## config.mk

```make
export PLATFORM = sky130hd
export DESIGN_NAME = avr109_uart_rx
export DESIGN_NICKNAME = d
export VERILOG_FILES = /design/src/rtl/avr109_uart_rx_pkg.sv /design/src/rtl/avr109_sync2.sv /design/src/rtl/avr109_uart_rx.sv
export SDC_FILE = /design/constraint.sdc
export NUM_CORES = 1
export LEC_CHECK = 0
export ABC_AREA = 1
export CORE_UTILIZATION = 54
export CTS_BUF_LIST = sky130_fd_sc_hd__clkbuf_8
export DETAILED_ROUTE_END_ITERATION = 8
export MAX_ROUTING_LAYER = met4
export PLACE_DENSITY = 0.81
export SYNTH_ARGS = -nofsm -noshare
export SYNTH_HDL_FRONTEND = slang
export SYNTH_SLANG_ARGS = --single-unit
```

## constraint.sdc

```tcl
create_clock -name clk -period 1.4 [get_ports clk]
set_clock_uncertainty 0.1 [all_clocks]
set_input_delay 0.21 -clock clk [delete_from_list [all_inputs] [get_ports clk]]
set_output_delay 0.21 -clock clk [all_outputs]
set_load 0.1 [all_outputs]
```

## src/rtl/avr109_uart_rx_pkg.sv

```systemverilog
// Shared definitions for the AVR109 serial link: receiver state encoding and
// the bit-timing helper the matching transmitter uses as well.
package avr109_uart_rx_pkg;

    typedef enum logic [2:0] {
        ST_IDLE,
        ST_START,
        ST_DATA,
        ST_STOP,
        ST_BREAK
    } rx_state_e;

    // Clocks per bit, rounded to nearest; tx and rx must agree on this value.
    function automatic int unsigned bit_clks(input int unsigned clk_hz,
                                             input int unsigned baud);
        return (clk_hz + baud / 2) / baud;
    endfunction

    function automatic logic majority3(input logic a, input logic b, input logic c);
        return (a & b) | (a & c) | (b & c);
    endfunction

endpackage

```

## src/rtl/avr109_sync2.sv

```systemverilog
// Two-flop synchronizer for an asynchronous input, with a selectable reset level.
module avr109_sync2 #(
    parameter logic RST_VAL = 1'b1
) (
    input  logic clk,
    input  logic rst,
    input  logic d,
    output logic q
);

    logic [1:0] sync_q;
    logic [1:0] sync_d;

    always_comb sync_d = {sync_q[0], d};

    // NOTE: clocked state uses non-blocking assignments so every flop samples
    // pre-edge values, independent of statement order.
    always_ff @(posedge clk or posedge rst) begin
        if (rst) sync_q <= {2{RST_VAL}};
        else     sync_q <= sync_d;
    end

    assign q = sync_q[1];

endmodule

```

## src/rtl/avr109_uart_rx.sv

```systemverilog
// 8N1 serial receiver feeding the AVR109 command engine; each bit is resolved
// by a 3-sample majority vote around mid-bit.
module avr109_uart_rx #(
    parameter int unsigned CLK_FREQUENCY = 1000000,
    parameter int unsigned BAUD_RATE     = 19200
) (
    input  logic       clk,
    input  logic       rst,
    input  logic       rxd,
    input  logic       rx_enabled,
    output logic [7:0] rx_data,
    output logic       rx_avail,
    output logic       frame_err
);
    import avr109_uart_rx_pkg::*;

    localparam int unsigned BIT_CLKS = bit_clks(CLK_FREQUENCY, BAUD_RATE);
    localparam int unsigned HALF     = BIT_CLKS / 2;
    localparam int unsigned CNT_W    = $clog2(BIT_CLKS);

    typedef logic [CNT_W-1:0] cnt_t;

    localparam cnt_t CNT_S0     = cnt_t'(HALF - 1);
    localparam cnt_t CNT_S1     = cnt_t'(HALF);
    localparam cnt_t CNT_DECIDE = cnt_t'(HALF + 1);
    localparam cnt_t CNT_LAST   = cnt_t'(BIT_CLKS - 1);

    logic      line;
    rx_state_e state_q, state_d;
    cnt_t      cnt_q, cnt_d;
    logic [2:0] idx_q, idx_d;
    logic [7:0] shift_q, shift_d;
    logic [7:0] data_q, data_d;
    logic      s0_q, s0_d, s1_q, s1_d;
    logic      armed_q, armed_d;
    logic [1:0] warm_q, warm_d;
    logic      avail_q, avail_d;
    logic      ferr_q, ferr_d;
    logic      at_wrap, at_decide, vote;

    avr109_sync2 #(.RST_VAL(1'b1)) u_sync (
        .clk (clk),
        .rst (rst),
        .d   (rxd),
        .q   (line)
    );

    always_comb begin
        // NOTE: every variable gets a default first so no path infers a latch.
        state_d   = state_q;
        cnt_d     = cnt_q;
        idx_d     = idx_q;
        shift_d   = shift_q;
        data_d    = data_q;
        s0_d      = s0_q;
        s1_d      = s1_q;
        armed_d   = armed_q;
        avail_d   = 1'b0;
        ferr_d    = 1'b0;
        warm_d    = {warm_q[0], 1'b1};
        at_wrap   = (cnt_q == CNT_LAST);
        at_decide = (cnt_q == CNT_DECIDE);
        vote      = majority3(s0_q, s1_q, line);

        if (state_q != ST_IDLE) cnt_d = at_wrap ? '0 : cnt_q + 1'b1;
        if (cnt_q == CNT_S0) s0_d = line;
        if (cnt_q == CNT_S1) s1_d = line;

        case (state_q)
            ST_IDLE: begin
                cnt_d = '0;
                // The synchronizer shows its reset value for two cycles; only
                // arm once it reflects the real line.
                if (warm_q[1] && line) armed_d = 1'b1;
                if (rx_enabled && armed_q && !line) begin
                    state_d = ST_START;
                    armed_d = 1'b0;
                end
            end
            ST_START: begin
                if (at_decide && vote) begin
                    state_d = ST_IDLE;
                end else if (at_wrap) begin
                    state_d = ST_DATA;
                    idx_d   = '0;
                end
            end
            ST_DATA: begin
                if (at_decide) shift_d = {vote, shift_q[7:1]};
                if (at_wrap) begin
                    if (idx_q == 3'd7) state_d = ST_STOP;
                    else               idx_d   = idx_q + 1'b1;
                end
            end
            ST_STOP: begin
                if (at_decide) begin
                    if (vote) begin
                        data_d  = shift_q;
                        avail_d = 1'b1;
                        state_d = ST_IDLE;
                    end else begin
                        ferr_d  = 1'b1;
                        state_d = ST_BREAK;
                    end
                end
            end
            ST_BREAK: begin
                if (line) state_d = ST_IDLE;
            end
            default: state_d = ST_IDLE;
        endcase

        // Disabling discards any partial frame silently.
        if (!rx_enabled) begin
            state_d = ST_IDLE;
            data_d  = data_q;
            avail_d = 1'b0;
            ferr_d  = 1'b0;
        end
    end

    always_ff @(posedge clk or posedge rst) begin
        if (rst) begin
            state_q <= ST_IDLE;
            cnt_q   <= '0;
            idx_q   <= '0;
            shift_q <= '0;
            data_q  <= '0;
            s0_q    <= 1'b0;
            s1_q    <= 1'b0;
            armed_q <= 1'b0;
            warm_q  <= '0;
            avail_q <= 1'b0;
            ferr_q  <= 1'b0;
        end else begin
            state_q <= state_d;
            cnt_q   <= cnt_d;
            idx_q   <= idx_d;
            shift_q <= shift_d;
            data_q  <= data_d;
            s0_q    <= s0_d;
            s1_q    <= s1_d;
            armed_q <= armed_d;
            warm_q  <= warm_d;
            avail_q <= avail_d;
            ferr_q  <= ferr_d;
        end
    end

    assign rx_data   = data_q;
    assign rx_avail  = avail_q;
    assign frame_err = ferr_q;

endmodule

```

==> After elaboration in Yosys (flattened, before gate mapping) <==
Index checks and enable logic that the tools add are counted.
{ "classes": {"add_sub_neg": 2, "n_mul": 0, "div_mod_pow": 0, "magnitude_cmp": 0, "n_eq_ne": 19, "shift": 0, "n_mux": 28, "bitwise_logic": 5, "n_reduce_logical": 15} }
{ "op_table": {"columns": ["cell", "count"], "rows": [
  ["3-bit two-way mux", 13],
  ["6-bit by 5-bit equality test with 1-bit output, second input constant", 3],
  ["6-bit two-way mux", 3],
  ["3-bit one-hot mux with 5 select lines", 1],
  ["3-bit != test, second input constant", 4],
  ["1-bit two-way mux", 10],
  ["2-bit != test, second input constant", 4],
  ["6-bit by 1-bit adder with 6-bit output, second input constant", 1],
  ["3-bit by 2-bit equality test with 1-bit output, second input constant", 2],
  ["3-bit equality test, second input constant", 2],
  ["6-bit equality test, second input constant", 1],
  ["3-bit one-hot mux with 2 select lines", 1],
  ["6-bit AND reduction", 1],
  ["2-bit nonzero test", 3],
  ["5-bit AND reduction", 1],
  ["1-bit logical AND", 4],
  ["4-bit != test, second input constant", 1],
  ["2-bit AND reduction", 2],
  ["4-bit AND reduction", 1],
  ["3-bit by 1-bit adder with 3-bit output, second input constant", 1],
  ["1-bit bitwise AND", 3],
  ["3-bit by 1-bit equality test with 1-bit output, second input constant", 1],
  ["3-bit logical NOT", 1],
  ["3-bit by 2-bit != test with 1-bit output, second input constant", 1],
  ["other kinds (3)", 4]
]} }
{ "totals": {"reg_bits": 37, "latch_bits": 0, "ram_bits": 0, "rom_bits": 0, "input_bits": 4, "out_inout_bits": 10, "memories": 0} }

==> Longest topological paths before layout <==
{ "depth": {"depth_word": 7, "depth_mapped": 10} }

==> Cells and area by module <==
Synthesis repeated with hierarchy kept, for this count alone.
{ "hier_totals": {"cells_unflattened": 187, "hier_area_um2": 1692.9} }
{ "by_module_without_submodules": {"columns": ["module", "n_inst", "cells_each", "area_per_inst_um2"], "rows": [
  ["avr109_uart_rx", 1, 184, 1636.6],
  ["avr109_sync2", 1, 3, 56.3]
]} }

==> Least setup slack after synthesis <==
No wires, ideal clock.
{ "synth_path": {"path_kind": "register -> register", "from": "reg cnt_q[0]", "to": "reg state_q[0]", "setup_ns": 0.117, "t_arrival_ns": 1.263, "setup_slack_ns": -0.080, "path_stages_with_launch": 11, "path_buffers": 0, "synth_period_minus_slack_ns": 1.480, "path_cell_list": "dfrtp_1 > ha_1 > nand3_2 > nor2_4 > nand2_1 > nand2_1 > nand2_1 > nand2_2 > nand2_2 > nand2_1 > nand2_1"} }
{ "synth_via": {"elab_chain_len": 5} }
{ "synth_rtl": {"columns": ["item", "line_no", "rtl"], "rows": [
  ["start, declared", "avr109_uart_rx.sv:30", "cnt_t cnt_q, cnt_d;"],
  ["start signal, assigned", "avr109_uart_rx.sv:137", "cnt_q <= cnt_d;"],
  ["6-bit by 5-bit equality test with 1-bit output", "avr109_uart_rx.sv:62", "at_decide = (cnt_q == CNT_DECIDE);"],
  ["1-bit logical AND", "avr109_uart_rx.sv:81", "if (at_decide && vote) begin"],
  ["3-bit two-way mux", "avr109_uart_rx.sv:81", null],
  ["3-bit one-hot mux with 5 select lines", "avr109_uart_rx.sv:69", "case (state_q)"],
  ["3-bit two-way mux", "avr109_uart_rx.sv:114", "if (!rx_enabled) begin"],
  ["end signal, assigned", "avr109_uart_rx.sv:136", "state_q <= state_d;"],
  ["end, declared", "avr109_uart_rx.sv:29", "rx_state_e state_q, state_d;"]
]} }
Parallel ways exist; a longest one is shown, timed or not.
A chain may end at the register's enable or synchronous reset.

==> Worst setup path in the final report <==
{ "layout_path": {"from": "reg cnt_q[0]", "to": "reg state_q[1]"} }
The elaborated chain is that of the path after synthesis.

==> results.md <==
- Total clock sinks: 37
- Detail Route Antenna Nets: 0
- Data required time at the worst endpoint: 1.48 ns
- Smallest setup slack after layout: -0.149 ns
- Clock latency at the later pin of the worst-skew pair: 0.30 ns
- Final-report setup violation count: 24
- Number of antenna violations at the first check in global routing: 0
- Final count of hold timing violations: 0
- Net switching component of the power: 0.744 mW
- Cell variety after synth: 29
- Portion of the clock cycle consumed by the worst path in the final layout: 1.11
- Number of inserted diodes: 0
- Port bufs: 13
- Seq cells post-synth: 37
- Number of buffers between clock root and the deepest sink: 2
- Number of vias after detailed routing: 1,488
- Ordered list of cells on the worst path: ha_4, nand3_4, nor2_4, nand2_2, nand2_2, nand2_2, nand2_2, nand2_2, nand2_1, nand2_1
- Number of core rows: 20
- RSZ-0062 raised after global routing: true
- Power per unit of standard cell area: 987 nW/um2
- Inserted Clock Buffers: 5
- Pins Over Slew Limit: 0
- Via count of the first global-routing pass: 1,470
- Post-synthesis net count: 198
- Gpl congestion: 0.803
- Overall power: 2.43 mW
- Cell Int Power: 1.68 mW
- Min Tclk post-route: 1.55 ns
- Number of buffers added to fix hold violations after cts: 0
- Proportion of power drawn by the clock network: 0.297
- Mean area per synthesized cell: 9.53 um2
- Register Area: 928 um2
- Most used cells in the layout excluding fill and tap cells: sky130_fd_sc_hd__nand2_1 (36), sky130_fd_sc_hd__dfrtp_1 (35), sky130_fd_sc_hd__inv_1 (25), sky130_fd_sc_hd__buf_4 (23)
- Die area: 3570 um2
- Number of H-tree levels: 2
- Switching portion of total power: 0.307
- Initial DRC count: 63
- Class of the most critical hold timing path: primary input to async pin
- Proportion of power drawn by flip-flops and latches: 0.495
- Worst slack on hold paths: 0.0567 ns
- Critical Path Fanout Max: 4
- DP HPWL: 2470 um
- Largest net degree at the start of global routing: 22
- Overflow left after global routing: 0
- I/O pin total: 14
- Global-route total usage across every layer: 0.274
- Sequential element share of the synthesized area: 0.516
- Number of remaining DRC errors: 0
- Number of nets in the layout: 243
- Run status: finished with violations
- Syn-to-layout area delta: 36.5%
- Placeable Area: 3100 um2
- Leakage power total: 1.16 nW
- Starting utilization of the core area: 0.580
- Data arrival time at the worst-slack endpoint: 1.63 ns
- Logic gate share of total power: 0.208
- Highest attainable clock frequency: 646 MHz
- CP Launch Type: register
- Clock Tree Root: sky130_fd_sc_hd__clkbuf_8
- Global-route wire length before repair: 6710 um
- Category of the most critical setup path: register to register
- Max_cap viols: 0
- Total area of multi-input combinational cells: 840 um2
- Routed len/inst: 14.9 um
- Height of the chip: 59.7 um
- Pre-CTS WS: -0.222 ns
- Pre-Repair DR Iteration Count: 4
- Max stage delay cell, worst path: sky130_fd_sc_hd__dfrtp_1
- Failing checks: negative setup slack
- Die Span X: 59.7 um
- CTS tree: built
- Worst VDD drop: 0.000953 V
- Clock transition at the registers of the reported paths: 0.07 ns
- Maximum cell stage delay along the critical path: 0.40 ns
- Crit. End Element: register
- Proportion of layout cells with a drive suffix above 1: 0.400
- Filler cell count in the final layout: 186
- Most frequent CP cell: sky130_fd_sc_hd__nand2_2
- Cell area after synthesis: 1800 um2
- Routed via count divided by cell count: 5.33
- Leading cell type in the layout, fill and taps excluded: sky130_fd_sc_hd__nand2_1
- Total Routed Length: 4160 um
- Gate count of the mapped netlist: 189
- Total of warnings raised by yosys: 0
## cell usage after synthesis
cell                       number  area, um2
sky130_fd_sc_hd__dfrtp_1       35        876
sky130_fd_sc_hd__nand2_2        5       31.3
sky130_fd_sc_hd__a21oi_1        4       20.0
sky130_fd_sc_hd__nor3_1         2       10.0
sky130_fd_sc_hd__inv_4          1       6.26
sky130_fd_sc_hd__nand4_1        5       31.3
sky130_fd_sc_hd__nor3b_1        3       22.5
sky130_fd_sc_hd__buf_8          1       15.0
sky130_fd_sc_hd__nor2_1        11       41.3
sky130_fd_sc_hd__o21ai_1        1       5.00
sky130_fd_sc_hd__conb_1         1       3.75
sky130_fd_sc_hd__nand3_4        3       52.6
sky130_fd_sc_hd__nand3_1        6       30.0
sky130_fd_sc_hd__nor2_4         2       22.5
sky130_fd_sc_hd__inv_1         26       97.6
sky130_fd_sc_hd__ha_1           5       62.6
sky130_fd_sc_hd__nand2_1       42        158
sky130_fd_sc_hd__or2_2          2       12.5
sky130_fd_sc_hd__nand3_2        3       30.0
sky130_fd_sc_hd__buf_6          2       22.5
sky130_fd_sc_hd__nor2_8         1       20.0
sky130_fd_sc_hd__o21ai_0        9       45.0
sky130_fd_sc_hd__xnor2_1        1       8.76
sky130_fd_sc_hd__inv_2          3       11.3
sky130_fd_sc_hd__dfstp_2        2       52.6
sky130_fd_sc_hd__o21ai_2       10       87.6
sky130_fd_sc_hd__nor3_2         1       10.0
sky130_fd_sc_hd__a22oi_1        1       7.51
sky130_fd_sc_hd__a211oi_1       1       7.51
## registers in the layout, summed over array words and instances (netlist names), 2 cells and up
name and flops:
u_sync.sync_q 2, idx_q 3, rx_data 8, cnt_q 6, warm_q 2, shift_q 8
state_q 3
## routing by layer
metal / wire length (um) / global-route usage / vias to the layer above
li1: - / - / 696
met2: 2150 / 0.444 / 47
met1: 1690 / 0.311 / 738
met3: 223 / 0.0563 / 7
met5: 0 / - / -
met4: 91 / 0.166 / 0
## power groups by stage
| stage | Combinational [mW] | Sequential [mW] | Clock, mW |
|---|---|---|---|
| global route | 0.565 | 1.21 | 0.765 |
| floorplan | 0.282 | 1.22 | 0 |
| CTS | 0.481 | 1.20 | 0.729 |
| global placement | 0.415 | 1.21 | 0 |
| finish | 0.504 | 1.20 | 0.721 |
| detailed placement | 0.441 | 1.22 | 0 |
## final timing paths
kind                           start          endpoint  slack (ns)  depth (start not counted)
max in group asynchronous        rst        state_q[1]        0.68                          3
hold reg to reg            warm_q[0]         warm_q[1]        0.25                          0
min in group clk                 rxd  u_sync.sync_q[0]        0.22                          1
hold / removal                   rst              s0_q        0.06                          2
setup reg to reg            cnt_q[0]        state_q[1]       -0.15                         10
setup / recovery            cnt_q[0]        state_q[1]       -0.15                         10
## repair_timing
| action | 4_1_cts | 5_1_grt |
|---|---|---|
| gates cloned | 2 | 1 |
| endpoints found under the setup margin | 22 | 28 |
| resized for setup | 10 | 12 |
| pin swaps | 12 | 7 |
| buffers inserted | 5 | 5 |
## worst max-delay path: cells and delay by family (launching register included)
kind | cells | cell delay, ns
and+or+nand+nor | 9 | 0.76
DFF | 1 | 0.40
adders and majority gates | 1 | 0.18
## layout make-up
cell class / instances / share of cell area
Multi-Input combinational cell: 122 / 0.342
Clock inverter: 3 / 0.00662
Timing Repair Buffer: 38 / 0.177
Inverter: 30 / 0.0468
Clock buffer: 5 / 0.0280
Sequential cell: 37 / 0.378
Tap cell: 44 / 0.0224
## logic make-up after synthesis
kind of cell,after synthesis,synth area share
and+or+nand+nor,86,0.262
DFF,37,0.516
buffers and inverters,33,0.0848
AOI/OAI and AO/OA,26,0.0959
adders and majority gates,5,0.0347
xor gates and xnor gates,1,0.00487
other,1,0.00208
## stage by stage
| step | instances | TNS, ns | utilization | cell area, um2 |
|---|---|---|---|---|
| 2_1_floorplan | 189 | -0.0473 | - | 1820 |
| 3_3_place_gp | 258 | -1.95 | 0.708 | 2200 |
| 3_5_place_dp | 258 | -3.10 | 0.708 | 2200 |
| 4_1_cts | 273 | -1.39 | 0.764 | 2370 |
| 5_1_grt | 279 | -3.94 | 0.792 | 2460 |
| 6_report | 279 | -2.28 | 0.792 | 2460 |
(Power assumes the default switching activity.)
